==> src/rtl/tinker_regfile_sb_pkg.sv <==
// Shared Tinker core constants: register file geometry, stack pointer
// reset value and the scoreboard counter operation encoding.
package tinker_pkg;

    localparam int unsigned TINKER_NUM_REGS = 32;
    localparam int unsigned TINKER_DATA_W   = 64;
    localparam int unsigned TINKER_SP_INIT  = 524288;
    localparam int unsigned SP_IDX          = TINKER_NUM_REGS - 1;

    // Net effect of one cycle's set/clear traffic on the pending counter
    typedef enum logic [1:0] {
        SB_HOLD = 2'b00,
        SB_DEC  = 2'b01,
        SB_INC  = 2'b10,
        SB_SWAP = 2'b11
    } sb_op_e;

    function automatic sb_op_e sb_op(input logic inc, input logic dec);
        return sb_op_e'({inc, dec});
    endfunction

endpackage

==> src/rtl/tinker_regfile_sb_scoreboard.sv <==
// Pending-register scoreboard for long-latency producers: one bit per
// register plus a running count, bounded by MAX_PEND outstanding marks.
module tinker_scoreboard
    import tinker_pkg::*;
#(
    parameter int unsigned NUM_REGS = TINKER_NUM_REGS,
    parameter int unsigned MAX_PEND = 4,
    parameter int unsigned AW       = $clog2(NUM_REGS),
    parameter int unsigned CW       = $clog2(MAX_PEND + 1)
) (
    input  logic                clk,
    input  logic                reset,
    input  logic                wr_en,
    input  logic [AW-1:0]       wr_addr,
    input  logic                sb_set_en,
    input  logic [AW-1:0]       sb_set_addr,
    input  logic                flush,
    output logic [NUM_REGS-1:0] pending_o,
    output logic [CW-1:0]       pend_cnt_o,
    output logic                sb_set_rdy_o
);

    logic [NUM_REGS-1:0] pend_q;
    logic [NUM_REGS-1:0] pend_d;
    logic [CW-1:0]       cnt_q;
    logic [CW-1:0]       cnt_d;

    logic                set_hit;
    logic                clr_hit;
    logic                set_acc;
    logic                inc;
    logic                dec;
    logic                same_addr;
    logic [NUM_REGS-1:0] set_oh;
    logic [NUM_REGS-1:0] clr_oh;

    assign set_hit   = pend_q[sb_set_addr];
    assign clr_hit   = wr_en && pend_q[wr_addr];
    assign same_addr = (sb_set_addr == wr_addr);

    // A same-cycle clear frees a slot, so a full scoreboard may still accept
    assign sb_set_rdy_o = (cnt_q < CW'(MAX_PEND)) || set_hit || clr_hit;

    assign set_acc = sb_set_en && sb_set_rdy_o;
    assign inc     = set_acc && !set_hit;
    assign dec     = clr_hit && !(set_acc && same_addr);

    assign set_oh = set_acc ? (NUM_REGS'(1) << sb_set_addr) : '0;
    assign clr_oh = clr_hit ? (NUM_REGS'(1) << wr_addr) : '0;

    always_comb begin
        pend_d = pend_q;
        cnt_d  = cnt_q;
        if (flush) begin
            pend_d = '0;
            cnt_d  = '0;
        end else begin
            pend_d = (pend_q & ~clr_oh) | set_oh;
            unique case (sb_op(inc, dec))
                SB_INC:  cnt_d = cnt_q + CW'(1);
                SB_DEC:  cnt_d = cnt_q - CW'(1);
                SB_SWAP: cnt_d = cnt_q;
                SB_HOLD: cnt_d = cnt_q;
                default: cnt_d = cnt_q;
            endcase
        end
    end

    always_ff @(posedge clk) begin
        if (!reset) begin
            pend_q <= '0;
            cnt_q  <= '0;
        end else begin
            pend_q <= pend_d;
            cnt_q  <= cnt_d;
        end
    end

    assign pending_o  = pend_q;
    assign pend_cnt_o = cnt_q;

endmodule

==> src/rtl/tinker_regfile_sb.sv <==
// Multi-read-port register file with load/return scoreboard.
// Define TINKER_REGFILE_BYPASS_EN for same-cycle write-through reads.
module tinker_regfile_sb
    import tinker_pkg::*;
#(
    parameter int unsigned NUM_REGS = TINKER_NUM_REGS,
    parameter int unsigned DATA_W   = TINKER_DATA_W,
    parameter int unsigned NUM_RD   = 3,
    parameter int unsigned MAX_PEND = 4,
    parameter logic [DATA_W-1:0] SP_INIT = DATA_W'(TINKER_SP_INIT),
    localparam int unsigned AW = $clog2(NUM_REGS),
    localparam int unsigned CW = $clog2(MAX_PEND + 1)
) (
    input  logic                     clk,
    input  logic                     reset,
    input  logic                     wr_en,
    input  logic [AW-1:0]            wr_addr,
    input  logic [DATA_W-1:0]        wr_data,
    input  logic [NUM_RD*AW-1:0]     rd_addr,
    output logic [NUM_RD*DATA_W-1:0] rd_data,
    output logic [NUM_RD-1:0]        rd_busy,
    input  logic                     sb_set_en,
    input  logic [AW-1:0]            sb_set_addr,
    output logic                     sb_set_rdy,
    input  logic                     flush,
    output logic [DATA_W-1:0]        sp_val,
    output logic [CW-1:0]            pend_cnt,
    output logic                     stall
);

    logic [DATA_W-1:0]   regs_q [NUM_REGS];
    logic [NUM_REGS-1:0] pending;

    always_ff @(posedge clk) begin
        if (!reset) begin
            for (int i = 0; i < NUM_REGS; i++) begin
                regs_q[i] <= (i == NUM_REGS - 1) ? SP_INIT : '0;
            end
        end else if (wr_en) begin
            regs_q[wr_addr] <= wr_data;
        end
    end

    tinker_scoreboard #(
        .NUM_REGS (NUM_REGS),
        .MAX_PEND (MAX_PEND),
        .AW       (AW),
        .CW       (CW)
    ) u_sb (
        .clk          (clk),
        .reset        (reset),
        .wr_en        (wr_en),
        .wr_addr      (wr_addr),
        .sb_set_en    (sb_set_en),
        .sb_set_addr  (sb_set_addr),
        .flush        (flush),
        .pending_o    (pending),
        .pend_cnt_o   (pend_cnt),
        .sb_set_rdy_o (sb_set_rdy)
    );

    always_comb begin
        rd_data = '0;
        rd_busy = '0;
        for (int k = 0; k < NUM_RD; k++) begin
`ifdef TINKER_REGFILE_BYPASS_EN
            if (wr_en && (wr_addr == rd_addr[k*AW +: AW])) begin
                rd_data[k*DATA_W +: DATA_W] = wr_data;
                rd_busy[k]                  = 1'b0;
            end else begin
                rd_data[k*DATA_W +: DATA_W] = regs_q[rd_addr[k*AW +: AW]];
                rd_busy[k]                  = pending[rd_addr[k*AW +: AW]];
            end
`else
            rd_data[k*DATA_W +: DATA_W] = regs_q[rd_addr[k*AW +: AW]];
            rd_busy[k]                  = pending[rd_addr[k*AW +: AW]];
`endif
        end
    end

    assign stall  = |rd_busy;
    assign sp_val = regs_q[NUM_REGS-1];

endmodule

==> config.mk <==
export PLATFORM = sky130hd
export DESIGN_NAME = tinker_regfile_sb
export DESIGN_NICKNAME = d
export VERILOG_FILES = /design/src/rtl/tinker_regfile_sb_pkg.sv /design/src/rtl/tinker_regfile_sb_scoreboard.sv /design/src/rtl/tinker_regfile_sb.sv
export SDC_FILE = /design/constraint.sdc
export NUM_CORES = 2
export LEC_CHECK = 0
export CORE_MARGIN = 2
export CORE_UTILIZATION = 50
export CTS_CLUSTER_SIZE = 16
export DETAILED_ROUTE_END_ITERATION = 12
export HOLD_SLACK_MARGIN = 0.1
export PLACE_DENSITY = 0.69
export SETUP_SLACK_MARGIN = 0.5
export SKIP_CTS_REPAIR_TIMING = 1
export SYNTH_ARGS = -nofsm -noshare
export SYNTH_HDL_FRONTEND = slang
export SYNTH_SLANG_ARGS = --single-unit
==> constraint.sdc <==
create_clock -name clk -period 7.5 [get_ports clk]
set_clock_uncertainty 0.1 [all_clocks]
set_input_delay 0.75 -clock clk [delete_from_list [all_inputs] [get_ports clk]]
set_output_delay 0.75 -clock clk [all_outputs]
set_load 0.02 [all_outputs]
# After elaboration in Yosys (flattened, before gate mapping)
# Memory sizes are Yosys's and may differ from the RTL's.
# Index checks and enable logic that the tools add are counted.
# word_totals
elab_cells	55
in_bits	94
regBits	35
latchBits	0
output_inout_bits	264
mem_bits_rw	2048
rom_bits	0
n_memories	1
# mem_list
memory	words	word_bits	read_ports	rd_clocked_by_memory_dff	wr	line_no	text
regs_q	32	64	4	0	32	tinker_regfile_sb.sv:31	logic [DATA_W-1:0] regs_q [NUM_REGS];
# op_classes
mul	0
reduce_logical	14
mux	20
shifts	2
n_div	0
order_cmp	6
n_bitwise	4
eq_ne	4
add_sub_neg	2
# ops
op	count
$mux W32	2
$mux W64	1
$reduce_or A64 Y1	1
$shl A1 B5 Y32 const A	2
$and A32 B32 Y32	1
$not A32 Y32	1
$or A32 B32 Y32	1
$lt A5 B6 Y1 const B	5
$bmux W1 S5	5
$mux W1	10
$pmux W3 S2	1
$eq A5 B5 Y1	1
$logic_and A1 B1 Y1	5
$mux W5	1
$eq A2 B2 Y1 const B	2
$reduce_or A2 Y1	2
$add A3 B1 Y3 const B	1
$lt A3 B3 Y1 const B	1
$reduce_or A3 Y1	1
$sub A3 B1 Y3 const B	1
$eq A2 B1 Y1 const B	1
$logic_not A1 Y1	2
$logic_not A2 Y1	1
$logic_or A1 B1 Y1	2
$not A1 Y1	1

# Longest topological paths before layout
# depth
depth_word	10
depth_mapped	15
ltp_nobuf	12

# Cells and area by module
# Synthesis repeated with hierarchy kept, for this count alone.
# hier_totals
cells_unflattened	7464
area_unflattened_um2	126736.6
# by_module_without_submodules
module	seq_area_each_um2	area_per_inst_um2	cells_each	instances
tinker_regfile_sb	61499.0	124356.8	7209	1
tinker_scoreboard	700.7	2379.8	255	1

# Least setup slack after synthesis
# Ideal clock, no wire load.
# synth_path
kind	in2reg
from	in wr_addr[4]
to	mem regs_q[8][0] in the netlist's numbering (enable)
setup_time_ns	0.574
path_buffers	4
stages	7
arrival_ns	6.373
t_required_ns	6.826
setup_slack_ns	0.453
cell_sequence	buf_2 > nand2b_1 > buf_2 > or2_2 > clkbuf_1 > clkbuf_1 > o21ai_0
# synth_lines
item	line_no	text
start: declaration	tinker_regfile_sb.sv:17	input logic [AW-1:0] wr_addr,
end: declaration	tinker_regfile_sb.sv:31	

# Worst setup path after layout
# layout_path
from	in wr_addr[0]
to	out sb_set_rdy
# layout_via
elab_chain_cells	4
# layout_lines
item	line_no	text
$bmux W1 S5	tinker_regfile_sb_scoreboard.sv:38	assign clr_hit = wr_en && pend_q[wr_addr];
$mux W1 (not written as such)	tinker_regfile_sb_scoreboard.sv:38	
$logic_and A1 B1 Y1	tinker_regfile_sb_scoreboard.sv:38	
$logic_or A1 B1 Y1	tinker_regfile_sb_scoreboard.sv:42	assign sb_set_rdy_o = (cnt_q < CW'(MAX_PEND)) || set_hit || clr_hit;
end: declaration	tinker_regfile_sb.sv:24	output logic sb_set_rdy,
# Every way passes these cells. The select of a mux whose other input is x is not followed.

==> impl_metrics.json <==
{
  "fin_tns_setup_ps": 0,
  "dieArea_um2": 257000,
  "async_flop_share": 0,
  "syn_area_um2": 126000,
  "io_buffer_count": 357,
  "vias": 82500,
  "setup_viol": 0,
  "grt_first_pass_wirelength_mm": 647,
  "fin_ws_ps": 2080,
  "dieHeight_um": 507,
  "nNetsFinal": 7459,
  "tightest_slew_ps": 1350,
  "synth_xor_xnor_area_share": 0.000485,
  "drive_gt1_frac": 0.370,
  "wire_per_inst_um": 42.8,
  "powerDensity_nw_per_um2": 216,
  "htreeDepth": 4,
  "max_freq_mhz": 184,
  "synth_fa_ha_area_frac": 0.000257,
  "initial_utilization": 0.503,
  "hold_viol_final": 0,
  "yosys.area_share.simple": 0.106,
  "via_per_inst": 7.54,
  "clk_pin_slew_ps": 50,
  "detail_route.iter0.violations": 15400,
  "firstDrtPassIters": 8,
  "rows": 184,
  "arrival_ps": 4570,
  "cts_tree": "built",
  "syn_nets": 7535,
  "slew_headroom": 0.0990,
  "rr_worst_depth": 14,
  "status": "finished, final reports clean",
  "crit_fanout": 34,
  "synth_compound_area_frac": 0.00641,
  "synth_edf_count": 2048,
  "yosys-mux-area-fraction": 0.367,
  "fin_total_pwr_mw": 30.5,
  "ir_drop_v": 0.000225,
  "start_kind": "input pin",
  "fin_crit_sh": 0.723,
  "grt_pass1_vias": 81700,
  "ys.warnings.count": 0,
  "rsz0062_at_grt": "no",
  "grt_use_total": 0.364,
  "synth_top_family_by_area": "multiplexers",
  "synth_ff_type": "edfxtp_1",
  "area_growth_pct": 12.0,
  "ant_nets": 0,
  "grt_max_degree": 93,
  "maxCapViolCount": 0,
  "place_hpwl_mm": 248,
  "synth-seq-area-share": 0.492,
  "clock_latency_ps": 900,
  "fin_hold_ws_ps": 434,
  "fillers": 18900,
  "crit_required_ps": 6650,
  "grt_overflow": 0,
  "die_x_um": 507,
  "slew_violations": 0,
  "ys_types": 45,
  "ys_seq_elements": 2083,
  "dp_slack_ps": 1990,
  "seq_area_um2": 62200,
  "worstHoldPathCells": 2,
  "synth_area_per_cell_um2": 17.0,
  "antenna_found_initial": 54,
  "syn_inst": 7439,
  "period_needed_ps": 5420,
  "core_area_um2": 251000,
  "io_pins": 358,
  "numCtsBuffers": 227,
  "cts_root_buf": "clkbuf_16",
  "wirelength_mm": 469,
  "cts_sinks": 2083,
  "end_kind": "output port",
  "place_congestion": 0.868,
  "clockBufferDepth": 3,
  "drc": 0,
  "p_leak_nw": 46.1,
  "holdCritPathClass": "register to register",
  "multi_input_area_um2": 61400,
  "crit_type": "input pin to output port"
}
[path summary, 6_finish.rpt]
path,from,endpoint,slack (ps)
setup / recovery,wr_addr[0],sb_set_rdy,2080
hold / removal,u_sb.pend_cnt_o[2]$_SDFFE_PP0N_,u_sb.pend_cnt_o[2]$_SDFFE_PP0N_,430
setup reg to reg,u_sb.pending_o[7]$_SDFF_PP0_,u_sb.pend_cnt_o[2]$_SDFFE_PP0N_,3430
hold reg to reg,u_sb.pend_cnt_o[2]$_SDFFE_PP0N_,u_sb.pend_cnt_o[2]$_SDFFE_PP0N_,430
[power breakdown]
group	switching (mW)	total, mW	internal (mW)
Clock	4.97	11.4	6.40
Sequential	0.467	13.9	13.4
Combinational	2.74	5.27	2.54
Total	8.17	30.5	22.4
[cell usage in the layout (no fill, tap or decap), types with 5 or more instances in the layout]
cell type        netlist  layout
edfxtp_1            2048    2048
and2_1              2047    2047
mux4_2              1958    1958
clkdlybuf4s50_1        0     341
clkbuf_16              0     228
mux2_2               195     195
buf_4                  1     142
buf_12                 0      85
clkinv_2               0      47
clkbuf_1             712      46
diode_2                0      45
clkinv_1               0      43
dfxtp_1               35      35
o21ai_4                0      32
nor2_4                 0      32
o311ai_0              32      32
bufinv_16              0      24
nand2_1               17      17
o31ai_1               17      17
nand2b_1              13      13
mux2i_1               12      12
nor2_1                42      10
nand3_1               11      10
o21ai_0               41       9
buf_8                  0       9
inv_1                  8       8
o21ai_1                8       8
clkinvlp_4             0       8
xor2_1                 6       6
or3_1                  6       6
inv_6                  0       6
nor3b_1                5       5
nand3b_1               5       5
nor2b_1                5       5
clkinv_8               0       5
[through the flow]
| stage | std cells | instance area [um^2] | utilization |
|---|---|---|---|
| 2_1_floorplan | 7439 | 126000 | - |
| 3_3_place_gp | 10500 | 134000 | 0.534 |
| 3_5_place_dp | 10500 | 134000 | 0.534 |
| 4_1_cts | 10900 | 142000 | 0.563 |
| 5_1_grt | 10900 | 142000 | 0.563 |
| 6_report | 10900 | 142000 | 0.563 |
[sequential cells by signal (all words and copies together), names as in the netlist]
name,count
u_sb.pending_o,32
u_sb.pend_cnt_o,3
regs_q,2048
[synthesized netlist by cell type (all sizes together) (2+ instances only)]
cell | number | area share
a21oi | 4 | 0.00016
a22oi | 3 | 0.00018
a31oi | 2 | 0.000099
and2 | 2047 | 0.10
buf | 176 | 0.0064
clkbuf | 712 | 0.021
dfxtp | 35 | 0.0055
edfxtp | 2048 | 0.49
inv | 8 | 0.00024
mux2 | 195 | 0.017
mux2i | 12 | 0.00095
mux4 | 1958 | 0.35
nand2 | 17 | 0.00050
nand2b | 13 | 0.00064
nand3 | 11 | 0.00044
nand3b | 5 | 0.00030
nand4 | 4 | 0.00020
nand4b | 3 | 0.00021
nor2 | 42 | 0.0012
nor2b | 5 | 0.00025
nor3 | 4 | 0.00016
nor3b | 5 | 0.00030
nor4b | 2 | 0.00026
o211ai | 3 | 0.00018
o21ai | 49 | 0.0019
o311ai | 32 | 0.0022
o31ai | 17 | 0.0010
o32a | 2 | 0.00016
or2 | 3 | 0.00015
or3 | 6 | 0.00030
xor2 | 6 | 0.00042
[worst max-delay path: stages]
cell and delay (ps):
clkdlybuf4s50_1 1070, mux4_2 610, inv_1 90, a32oi_1 90, o41ai_4 370, buf_4 350
nor4b_4 250, buf_4 360, inv_1 70, clkdlybuf4s50_1 540
[area by class of cell]
| class | instances | area share |
|---|---|---|
| multi-input cells | 4460 | 0.433 |
| well taps | 3348 | 0.0296 |
| inverters | 8 | 0.000212 |
| flip-flops and latches | 2083 | 0.439 |
| diodes | 45 | 0.000795 |
| clock buffers | 274 | 0.0415 |
| clock inverters | 141 | 0.0103 |
| repair buffers | 583 | 0.0451 |
[per-layer routing]
layer | up-vias | global-route usage | wire length (um)
li1 | 30100 | - | -
met1 | 42900 | 0.481 | 154000
met2 | 7917 | 0.554 | 215000
met3 | 1495 | 0.0980 | 70700
met4 | 22 | 0.201 | 29100
met5 | - | 0 | 128
[kinds of logic after synthesis]
family	count (synthesis)
DFF	2083
and+or+nand+nor	2169
buffers and inverters	896
adders and majority gates	2
xor gates and xnor gates	7
AOI/OAI and AO/OA	117
muxes	2165
No activity file was read; power rests on OpenSTA's default activity.
